### src/rtl/alu_share_arbiter_if.sv
// Requester channel of the shared-ALU arbiter: one operation request plus
// the matching response, each with its own valid/ready handshake.
interface alu_share_arbiter_if #(
  parameter int DATA_W = 32,
  parameter int CTL_W  = 4
);
  logic              valid;
  logic              ready;
  logic [CTL_W-1:0]  ctl;
  logic [DATA_W-1:0] a;
  logic [DATA_W-1:0] b;
  logic              rsp_valid;
  logic              rsp_ready;
  logic [DATA_W-1:0] result;
  logic              zero;
  logic              err;

  // Requester side
  modport master (
    output valid, ctl, a, b, rsp_ready,
    input  ready, rsp_valid, result, zero, err
  );

  // Arbiter side
  modport slave (
    input  valid, ctl, a, b, rsp_ready,
    output ready, rsp_valid, result, zero, err
  );
endinterface

### src/rtl/alu_share_arbiter.sv
// Time-shares one combinational ALU between two requesters. Round-robin
// arbitration in IDLE, one registered issue cycle (EXEC) and a held response
// (RESP) back to the owning port. Only one operation is ever in flight.
module alu_share_arbiter #(
  parameter int DATA_W = 32,
  parameter int CTL_W  = 4
) (
  input  logic                clk,
  input  logic                rst,
  alu_share_arbiter_if.slave  port0,
  alu_share_arbiter_if.slave  port1,
  output logic [CTL_W-1:0]    alu_ctl,
  output logic [DATA_W-1:0]   alu_a,
  output logic [DATA_W-1:0]   alu_b,
  input  logic [DATA_W-1:0]   alu_result,
  input  logic                alu_zero
);

  // Code 15 is the only control value the ALU decoder never produces.
  localparam logic [CTL_W-1:0] CTL_ILLEGAL = CTL_W'(15);

  typedef enum logic [1:0] {
    IDLE = 2'd0,
    EXEC = 2'd1,
    RESP = 2'd2
  } state_t;

  state_t            state_reg, state_next;
  logic              last_grant_reg;
  logic              owner_reg;
  logic              err_reg;
  logic              rsp_err_reg;
  logic              zero_reg;
  logic [DATA_W-1:0] result_reg;
  logic [CTL_W-1:0]  alu_ctl_reg;
  logic [DATA_W-1:0] alu_a_reg;
  logic [DATA_W-1:0] alu_b_reg;

  logic              grant;
  logic              grant_valid;
  logic              accept;
  logic              owner_rsp_ready;
  logic              ready0, ready1;
  logic              rsp_valid0, rsp_valid1;
  logic [CTL_W-1:0]  win_ctl;
  logic [DATA_W-1:0] win_a;
  logic [DATA_W-1:0] win_b;

  // Round-robin pick: on a tie the port that did not win last time goes next.
  always_comb begin
    grant_valid = port0.valid | port1.valid;
    if (port0.valid && port1.valid) begin
      grant = ~last_grant_reg;
    end else begin
      grant = port1.valid;
    end
    win_ctl = grant ? port1.ctl : port0.ctl;
    win_a   = grant ? port1.a   : port0.a;
    win_b   = grant ? port1.b   : port0.b;
  end

  assign owner_rsp_ready = owner_reg ? port1.rsp_ready : port0.rsp_ready;

  // State register.
  always_ff @(posedge clk) begin
    if (rst) begin
      state_reg <= IDLE;
    end else begin
      state_reg <= state_next;
    end
  end

  // Next-state and handshake outputs; ready never looks at response ready.
  always_comb begin
    state_next = state_reg;
    accept     = 1'b0;
    ready0     = 1'b0;
    ready1     = 1'b0;
    rsp_valid0 = 1'b0;
    rsp_valid1 = 1'b0;
    case (state_reg)
      IDLE: begin
        if (grant_valid) begin
          accept     = 1'b1;
          ready0     = ~grant;
          ready1     = grant;
          state_next = EXEC;
        end
      end
      EXEC: begin
        state_next = RESP;
      end
      RESP: begin
        rsp_valid0 = ~owner_reg;
        rsp_valid1 = owner_reg;
        if (owner_rsp_ready) begin
          state_next = IDLE;
        end
      end
      default: begin
        state_next = IDLE;
      end
    endcase
  end

  // Operand issue on accept, result capture in EXEC, arbitration history.
  always_ff @(posedge clk) begin
    if (rst) begin
      last_grant_reg <= 1'b1;
      owner_reg      <= 1'b0;
      err_reg        <= 1'b0;
      rsp_err_reg    <= 1'b0;
      zero_reg       <= 1'b0;
      result_reg     <= '0;
      alu_ctl_reg    <= '0;
      alu_a_reg      <= '0;
      alu_b_reg      <= '0;
    end else begin
      if (accept) begin
        alu_ctl_reg    <= win_ctl;
        alu_a_reg      <= win_a;
        alu_b_reg      <= win_b;
        owner_reg      <= grant;
        last_grant_reg <= grant;
        err_reg        <= (win_ctl == CTL_ILLEGAL);
      end
      if (state_reg == EXEC) begin
        result_reg  <= err_reg ? '0 : alu_result;
        zero_reg    <= err_reg ? 1'b0 : alu_zero;
        rsp_err_reg <= err_reg;
      end
    end
  end

  assign alu_ctl = alu_ctl_reg;
  assign alu_a   = alu_a_reg;
  assign alu_b   = alu_b_reg;

  assign port0.ready     = ready0;
  assign port1.ready     = ready1;
  assign port0.rsp_valid = rsp_valid0;
  assign port1.rsp_valid = rsp_valid1;

  // Response fields are shown only on the owning port; the other port reads 0.
  assign port0.result = owner_reg ? '0 : result_reg;
  assign port0.zero   = owner_reg ? 1'b0 : zero_reg;
  assign port0.err    = owner_reg ? 1'b0 : rsp_err_reg;
  assign port1.result = owner_reg ? result_reg : '0;
  assign port1.zero   = owner_reg ? zero_reg : 1'b0;
  assign port1.err    = owner_reg ? rsp_err_reg : 1'b0;

endmodule

### src/flat_wrapper.sv
// flat-port wrapper written by rule: the top's interface ports become plain ports
module alu_share_arbiter_flat 
#(
  parameter int DATA_W = 32,
  parameter int CTL_W  = 4
)
  (clk, rst, alu_ctl, alu_a, alu_b, alu_result, alu_zero, port0_valid, port0_ctl, port0_a, port0_b, port0_rsp_ready, port0_ready, port0_rsp_valid, port0_result, port0_zero, port0_err, port1_valid, port1_ctl, port1_a, port1_b, port1_rsp_ready, port1_ready, port1_rsp_valid, port1_result, port1_zero, port1_err);
  alu_share_arbiter_if #(.DATA_W(DATA_W), .CTL_W(CTL_W)) port0_i ();
  alu_share_arbiter_if #(.DATA_W(DATA_W), .CTL_W(CTL_W)) port1_i ();
  input  logic clk;
  input  logic rst;
  output logic [CTL_W-1:0] alu_ctl;
  output logic [DATA_W-1:0] alu_a;
  output logic [DATA_W-1:0] alu_b;
  input  logic [DATA_W-1:0] alu_result;
  input  logic alu_zero;
  input wire logic [$bits(port0_i.valid)-1:0] port0_valid;
  input wire logic [$bits(port0_i.ctl)-1:0] port0_ctl;
  input wire logic [$bits(port0_i.a)-1:0] port0_a;
  input wire logic [$bits(port0_i.b)-1:0] port0_b;
  input wire logic [$bits(port0_i.rsp_ready)-1:0] port0_rsp_ready;
  output wire logic [$bits(port0_i.ready)-1:0] port0_ready;
  output wire logic [$bits(port0_i.rsp_valid)-1:0] port0_rsp_valid;
  output wire logic [$bits(port0_i.result)-1:0] port0_result;
  output wire logic [$bits(port0_i.zero)-1:0] port0_zero;
  output wire logic [$bits(port0_i.err)-1:0] port0_err;
  input wire logic [$bits(port1_i.valid)-1:0] port1_valid;
  input wire logic [$bits(port1_i.ctl)-1:0] port1_ctl;
  input wire logic [$bits(port1_i.a)-1:0] port1_a;
  input wire logic [$bits(port1_i.b)-1:0] port1_b;
  input wire logic [$bits(port1_i.rsp_ready)-1:0] port1_rsp_ready;
  output wire logic [$bits(port1_i.ready)-1:0] port1_ready;
  output wire logic [$bits(port1_i.rsp_valid)-1:0] port1_rsp_valid;
  output wire logic [$bits(port1_i.result)-1:0] port1_result;
  output wire logic [$bits(port1_i.zero)-1:0] port1_zero;
  output wire logic [$bits(port1_i.err)-1:0] port1_err;
  assign port0_i.valid = port0_valid;
  assign port0_i.ctl = port0_ctl;
  assign port0_i.a = port0_a;
  assign port0_i.b = port0_b;
  assign port0_i.rsp_ready = port0_rsp_ready;
  assign port0_ready = port0_i.ready;
  assign port0_rsp_valid = port0_i.rsp_valid;
  assign port0_result = port0_i.result;
  assign port0_zero = port0_i.zero;
  assign port0_err = port0_i.err;
  assign port1_i.valid = port1_valid;
  assign port1_i.ctl = port1_ctl;
  assign port1_i.a = port1_a;
  assign port1_i.b = port1_b;
  assign port1_i.rsp_ready = port1_rsp_ready;
  assign port1_ready = port1_i.ready;
  assign port1_rsp_valid = port1_i.rsp_valid;
  assign port1_result = port1_i.result;
  assign port1_zero = port1_i.zero;
  assign port1_err = port1_i.err;
  alu_share_arbiter #(.DATA_W(DATA_W), .CTL_W(CTL_W)) u_core (.clk(clk), .rst(rst), .port0(port0_i), .port1(port1_i), .alu_ctl(alu_ctl), .alu_a(alu_a), .alu_b(alu_b), .alu_result(alu_result), .alu_zero(alu_zero));
endmodule
### config.mk
export PLATFORM = sky130hd
export DESIGN_NAME = alu_share_arbiter_flat
export DESIGN_NICKNAME = d
export VERILOG_FILES = /design/src/rtl/alu_share_arbiter_if.sv /design/src/rtl/alu_share_arbiter.sv /design/src/flat_wrapper.sv
export SDC_FILE = /design/constraint.sdc
export NUM_CORES = 1
export LEC_CHECK = 0
export ABC_AREA = 1
export CAP_MARGIN = 25
export CORE_ASPECT_RATIO = 0.8
export CORE_MARGIN = 5
export CORE_UTILIZATION = 39
export CTS_CLUSTER_SIZE = 20
export DETAILED_ROUTE_END_ITERATION = 10
export MAX_ROUTING_LAYER = met4
export PLACE_DENSITY_LB_ADDON = 0.25
export SYNTH_ARGS = -nofsm -noshare
export SYNTH_HDL_FRONTEND = slang
export SYNTH_SLANG_ARGS = --single-unit
### constraint.sdc
create_clock -name clk -period 3.13 [get_ports clk]
set_input_delay 0.4695 -clock clk [delete_from_list [all_inputs] [get_ports clk]]
set_output_delay 0.4695 -clock clk [all_outputs]
set_load 0.02 [all_outputs]
==> results of run 1 <==
report_power, final:
part	switching, mW	internal [mW]
clock	0.490	0.556
combinational	0.563	0.557
sequential	0.0835	1.50
final timing paths:
check                                        to  slack, ns  cells past startpoint
hold reg to reg   u_core.alu_a[25]$_SDFFE_PP0P_       0.49                      2
setup reg to reg  u_core.alu_b[14]$_SDFFE_PP0P_       1.32                      6
hold / removal    u_core.alu_a[25]$_SDFFE_PP0P_       0.49                      2
setup / recovery                    port0_ready       0.45                      6
per-layer routing:
layer | vias to the layer above | share of wire (%) | global-route usage, %
met3 | 33 | 7.6 | 7.30
met4 | 0 | 3.3 | 8.75
li1 | 2711 | - | -
met2 | 220 | 48 | 38.8
met5 | - | 0 | -
met1 | 2355 | 41 | 26.3
metrics by stage:
step	worst slack (ns)	total power, mW
finish	0.454	3.75
global route	0.337	3.94
CTS	0.415	3.80
detailed placement	0.430	2.74
global placement	0.437	2.73
floorplan	1.59	2.15
tightest hold or removal path: stages, from the launching register on:
cell and delay (ns):
dfxtp_1 0.31, nand2_1 0.06, a31oi_1 0.07
cell families (layout without fill, tap and decap cells):
family	Yosys count	in the layout	synth area share [%]
flops	107	107	45.6
buf+inv	127	415	11.2
other cells	0	1	0
simple gates	290	290	24.1
compound gates	145	145	19.1
layout make-up:
type / instances / area, um2
Clock buffer: 11 / 243
Antenna cell: 1 / 2.50
Clock inverter: 4 / 27.5
Fill cell: 985 / 3490
Multi-Input combinational cell: 435 / 2040
Tap cell: 148 / 185
Inverter: 76 / 285
Timing Repair Buffer: 324 / 3240
Sequential cell: 107 / 2140
placed cells by master (no fill, tap or decap), drive strengths merged:
cell type	count
clkdlybuf4s50	313
nand2	208
dfxtp	107
inv	76
nor2	76
a31oi	65
o21ai	38
a22oi	33
clkbuf	11
buf	11
a21oi	8
clkinvlp	3
nand3b	2
nand3	2
diode	1
or2	1
a211oi	1
nand4	1
clkinv	1
==> metrics, run 1 <==
status completed; Area after DPL 0.00789 mm2; H-tree levels 3; Setup crit start kind input pin; DRT iter0 DRCs ~390; # Max-Cap Violations 0; ys flop type dfxtp_1; crit path launch port0_valid; Syn Nets about 840; WS Path Type input pin to output pin; Max Fclk 0.374 GHz; total gr overflow 0; Pwr Density 459 mW/mm2; Yosys top cell by area dfxtp_1; number of vias per cell 4.81; IO Count 315; Setup TNS 0 ns; post-synthesis cell count roughly 670; pins over their slew limit 0; GPL Wtd Cong between 0.8 and 0.9; vias post-DR ~5300; first-pass GRT wire length 25.5 mm; IO Port Bufs 314; chip width between 100 and 150 um; antenna violations before repair 1; vias in the first global route just under 5000; Buf/Inv on CP 3; CP max stage delay between 0.6 and 0.7 ns; top-count cell post-synth nand2_1; Die Ht approximately 110 um; Die Area around 0.014 mm2; antenna-violating nets left 0; CP delay by family, top buffers and inverters; WHS around 0.49 ns; CP endpoint kind output pin; EDFF count, synth 0; postcts setup bufs 0; CTS Buffer Depth 2; Async S/R FF share, synth 0%; HPWL after DPL 12.6 mm; Syn Area/Cell 7.02 um2; RSZ-0062 raised after global routing false; post-synthesis cell area approximately 0.0047 mm2; Clock Tree Root clkbuf_16; Slowest cell on crit path clkdlybuf4s50_1; worst skew pair latency 0.34 ns; placed instance count between 1000 and 1500; final critical-path share of the clock period a little under nine tenths; Yosys warning count 0; HP Class flip-flop to flip-flop; GRT Total Usage between 20% and 30%; non-filler instance count after layout 1106; Finished Cell Area 0.00816 mm2; number of remaining DRC errors 0; worst rel slew slack 31.9%; CTS clk-pin slew, worst paths 0.06 ns; post-CTS resize count 0; leak pwr ~3.4 nW; Yosys reg bits ~110; Pre-antenna DRT Iters 6; Total Nets Final around 1100; Worst Path Arrival approximately 2.2 ns; Cell Chain, Critical Path clkdlybuf4s50_1, nand2_1, nand2_2, inv_2, nor2_4, clkdlybuf4s50_1; Period minus WS final roughly 2.7 ns; Synth top cells by count nand2_1 (207), dfxtp_1 (107), inv_1 (74); Initial Util 40.3%; CTS tree done; post-layout util 70.1%; CP required between 2 and 3 ns; Crit Reg-Reg Startpoint u_core.state_reg[1]$_SDFFE_PP0P_; area grow syn2layout 73.7%; routed len/inst 15.2 um; clk sinks 107; sequential-to-total area share from yosys stat a little under half; largest net degree at the start of global routing 71; hold_sp u_core.alu_a[25]$_SDFFE_PP0P_; Post-CTS Hold Fix Bufs 0; number of library cell types mapped by synthesis 23; Tightest Pin Transition 1.02 ns; Core Rows 35; Final Hold Vio Count 0; skew final roughly 0.0037 ns; share of layout cells above drive strength 1 3.45%; CP dominant cell by count clkdlybuf4s50_1; Std-Cell Core Area between 0.01 and 0.015 mm2; worst-path maximum fanout 12; Yosys top cell area share a little under half; # setup viols final 0; Peak VDD IR 0.303 mV; synth top area cells dfxtp_1 (46%), nand2_1 (17%), a31oi_1 (8.7%); total wire length about 17 mm; total CTS buffers 9
Note: power is estimated with default switching activity, not from simulation.
==> inputs of run 2 (changes only) <==
Settings changed: CTS_CLUSTER_DIAMETER from default to 60, SLEW_MARGIN from default to 20.
==> run 2 against run 1 <==
Against the previous run: clock-buffer cell count unchanged; register-to-register slack improved by 0.05 ns; clock power barely moved; flip-flop and latch count unchanged; largest cell class unchanged; largest power group unchanged.
==> metrics, run 2 (synthesized netlist as in run 1, its figures left out) <==
status completed; HPWL after DPL between 10 and 15 mm; HP Class flip-flop to flip-flop; CP endpoint kind output pin; pins over their slew limit 0; final critical-path share of the clock period around 85%; IO Count between 300 and 400; area grow syn2layout 74.3%; chip width 133 um; post-layout util 70.3%; Initial Util 40.3%; Post-CTS Hold Fix Bufs 0; CTS tree done; routed len/inst between 15 and 20 um; Buf/Inv on CP 3; Slowest cell on crit path clkdlybuf4s50_1; Tightest Pin Transition approximately 0.75 ns; Cell Chain, Critical Path clkdlybuf4s50_1, nand2_1, nand2_2, inv_2, nor2_4, clkdlybuf4s50_1; antenna violations before repair 1; sw frac between 30 and 40%; largest net degree at the start of global routing 71; number of remaining DRC errors 0; Period minus WS final about 2.7 ns; Final Hold Vio Count 0; leak pwr between 3 and 4 nW; total wire length 16.9 mm; RSZ-0062 raised after global routing false; Peak VDD IR 0.306 mV; first-pass GRT wire length approximately 26 mm; worst skew pair latency 0.34 ns; Setup TNS 0 ns; CP dominant cell by count clkdlybuf4s50_1; # Max-Cap Violations 0; Internal Power about 2.6 mW; Pre-antenna DRT Iters 4; Max Fclk ~0.37 GHz; H-tree levels 3; post-CTS resize count 0; Die Ht about 110 um; share of layout cells above drive strength 1 3.55%; Die Area between 0.01 and 0.015 mm2; GPL Wtd Cong 0.860; Seq pwr share between 40% and 50%; CP delay by family, top buffers and inverters; CTS clk-pin slew, worst paths ~0.070 ns; vias in the first global route just under 5000; Core Rows 35; Total Nets Final 1129; antenna-violating nets left 0; postcts setup bufs 0; number of vias per cell roughly 4.8; proportion of power drawn by combinational gates 30.0%; worst rel slew slack about 50%; Clock Tree Root clkbuf_16; Std-Cell Core Area ~0.012 mm2; clock share of power roughly 28%; DRT iter0 DRCs approximately 370; WS Path Type input pin to output pin; Pwr Density about 460 mW/mm2; skew final roughly 0.004 ns; CP max stage delay ~0.64 ns; Setup crit start kind input pin; Worst Path Arrival between 2 and 2.5 ns; GRT Total Usage between 20% and 30%; NetSw around 1.1 mW; total gr overflow 0; IO Port Bufs 314; clk sinks approximately 110; total CTS buffers 9; CP required between 2 and 3 ns; # setup viols final 0; most common cell after layout, fill and taps aside clkdlybuf4s50_1; worst-path maximum fanout 12; vias post-DR 5343; commonest cells after routing, fill and taps aside clkdlybuf4s50_1 (313), nand2_1 (207), dfxtp_1 (106); CTS Buffer Depth 2
[run 2: cell count changes in the layout (fill, tap and decap cells not counted), sizes merged]
cell | previous run | this run
buf | 11 | 12
[run 2: through the flow]
stage	cell area (um2)	setup WS [ns]	power [mW]	std cells	hold slack, ns
6_report	8190	0.457	3.76	1107	0.489
3_5_place_dp	7890	0.430	2.74	1090	0.480
2_1_floorplan	4700	1.59	2.15	669	0.433
4_1_cts	8160	0.415	3.80	1105	0.494
5_1_grt	8190	0.337	3.95	1107	0.507
3_3_place_gp	7890	0.437	2.73	1090	0.472
[run 2: worst reg2reg max path, delay by kind of cell (launching register included)]
family | cells | cell delay (ns)
buffers and inverters | 2 | 0.69
AOI/OAI and AO/OA | 3 | 0.43
and+or+nand+nor | 1 | 0.23
DFF | 1 | 0.33
[run 2: layer usage]
metal | wire length [um] | GRT usage, % | vias to the layer above
met5 | 0 | - | -
met4 | 567 | 8.75 | 0
met2 | 7970 | 38.8 | 218
met3 | 1260 | 7.30 | 33
met1 | 7110 | 26.3 | 2377
li1 | - | - | 2715
[run 2: power groups by stage]
stage               sequential (mW)  combinational [mW]  clock, mW
finish                         1.58                1.13       1.05
global route                   1.60                1.21       1.13
CTS                            1.58                1.13       1.09
detailed placement             1.61                1.13          0
global placement               1.61                1.12          0
floorplan                      1.72               0.429          0
[run 2: path summary, 6_finish.rpt]
kind	startpoint	endpoint	slack [ns]	depth (start not counted)
setup reg to reg	u_core.state_reg[1]$_SDFFE_PP0P_	u_core.alu_b[14]$_SDFFE_PP0P_	1.37	6
setup / recovery	port0_valid	port0_ready	0.46	6
hold reg to reg	u_core.alu_a[8]$_SDFFE_PP0P_	u_core.alu_a[8]$_SDFFE_PP0P_	0.49	2
hold / removal	u_core.alu_a[8]$_SDFFE_PP0P_	u_core.alu_a[8]$_SDFFE_PP0P_	0.49	2
[run 2: layout make-up]
cell class / instances / area, um2
Clock inverter: 4 / 27.5
Fill cell: 978 / 3460
Clock buffer: 11 / 243
Tap cell: 148 / 185
Timing Repair Buffer: 325 / 3270
Multi-Input combinational cell: 435 / 2040
Inverter: 76 / 285
Sequential cell: 107 / 2140
Antenna cell: 1 / 2.50
==> inputs of run 3 (changes only) <==
Settings changed: CTS_CLUSTER_DIAMETER 60 to 200.
==> results of run 3 <==
Final layout, timing and power as in run 2 (identical DEF).
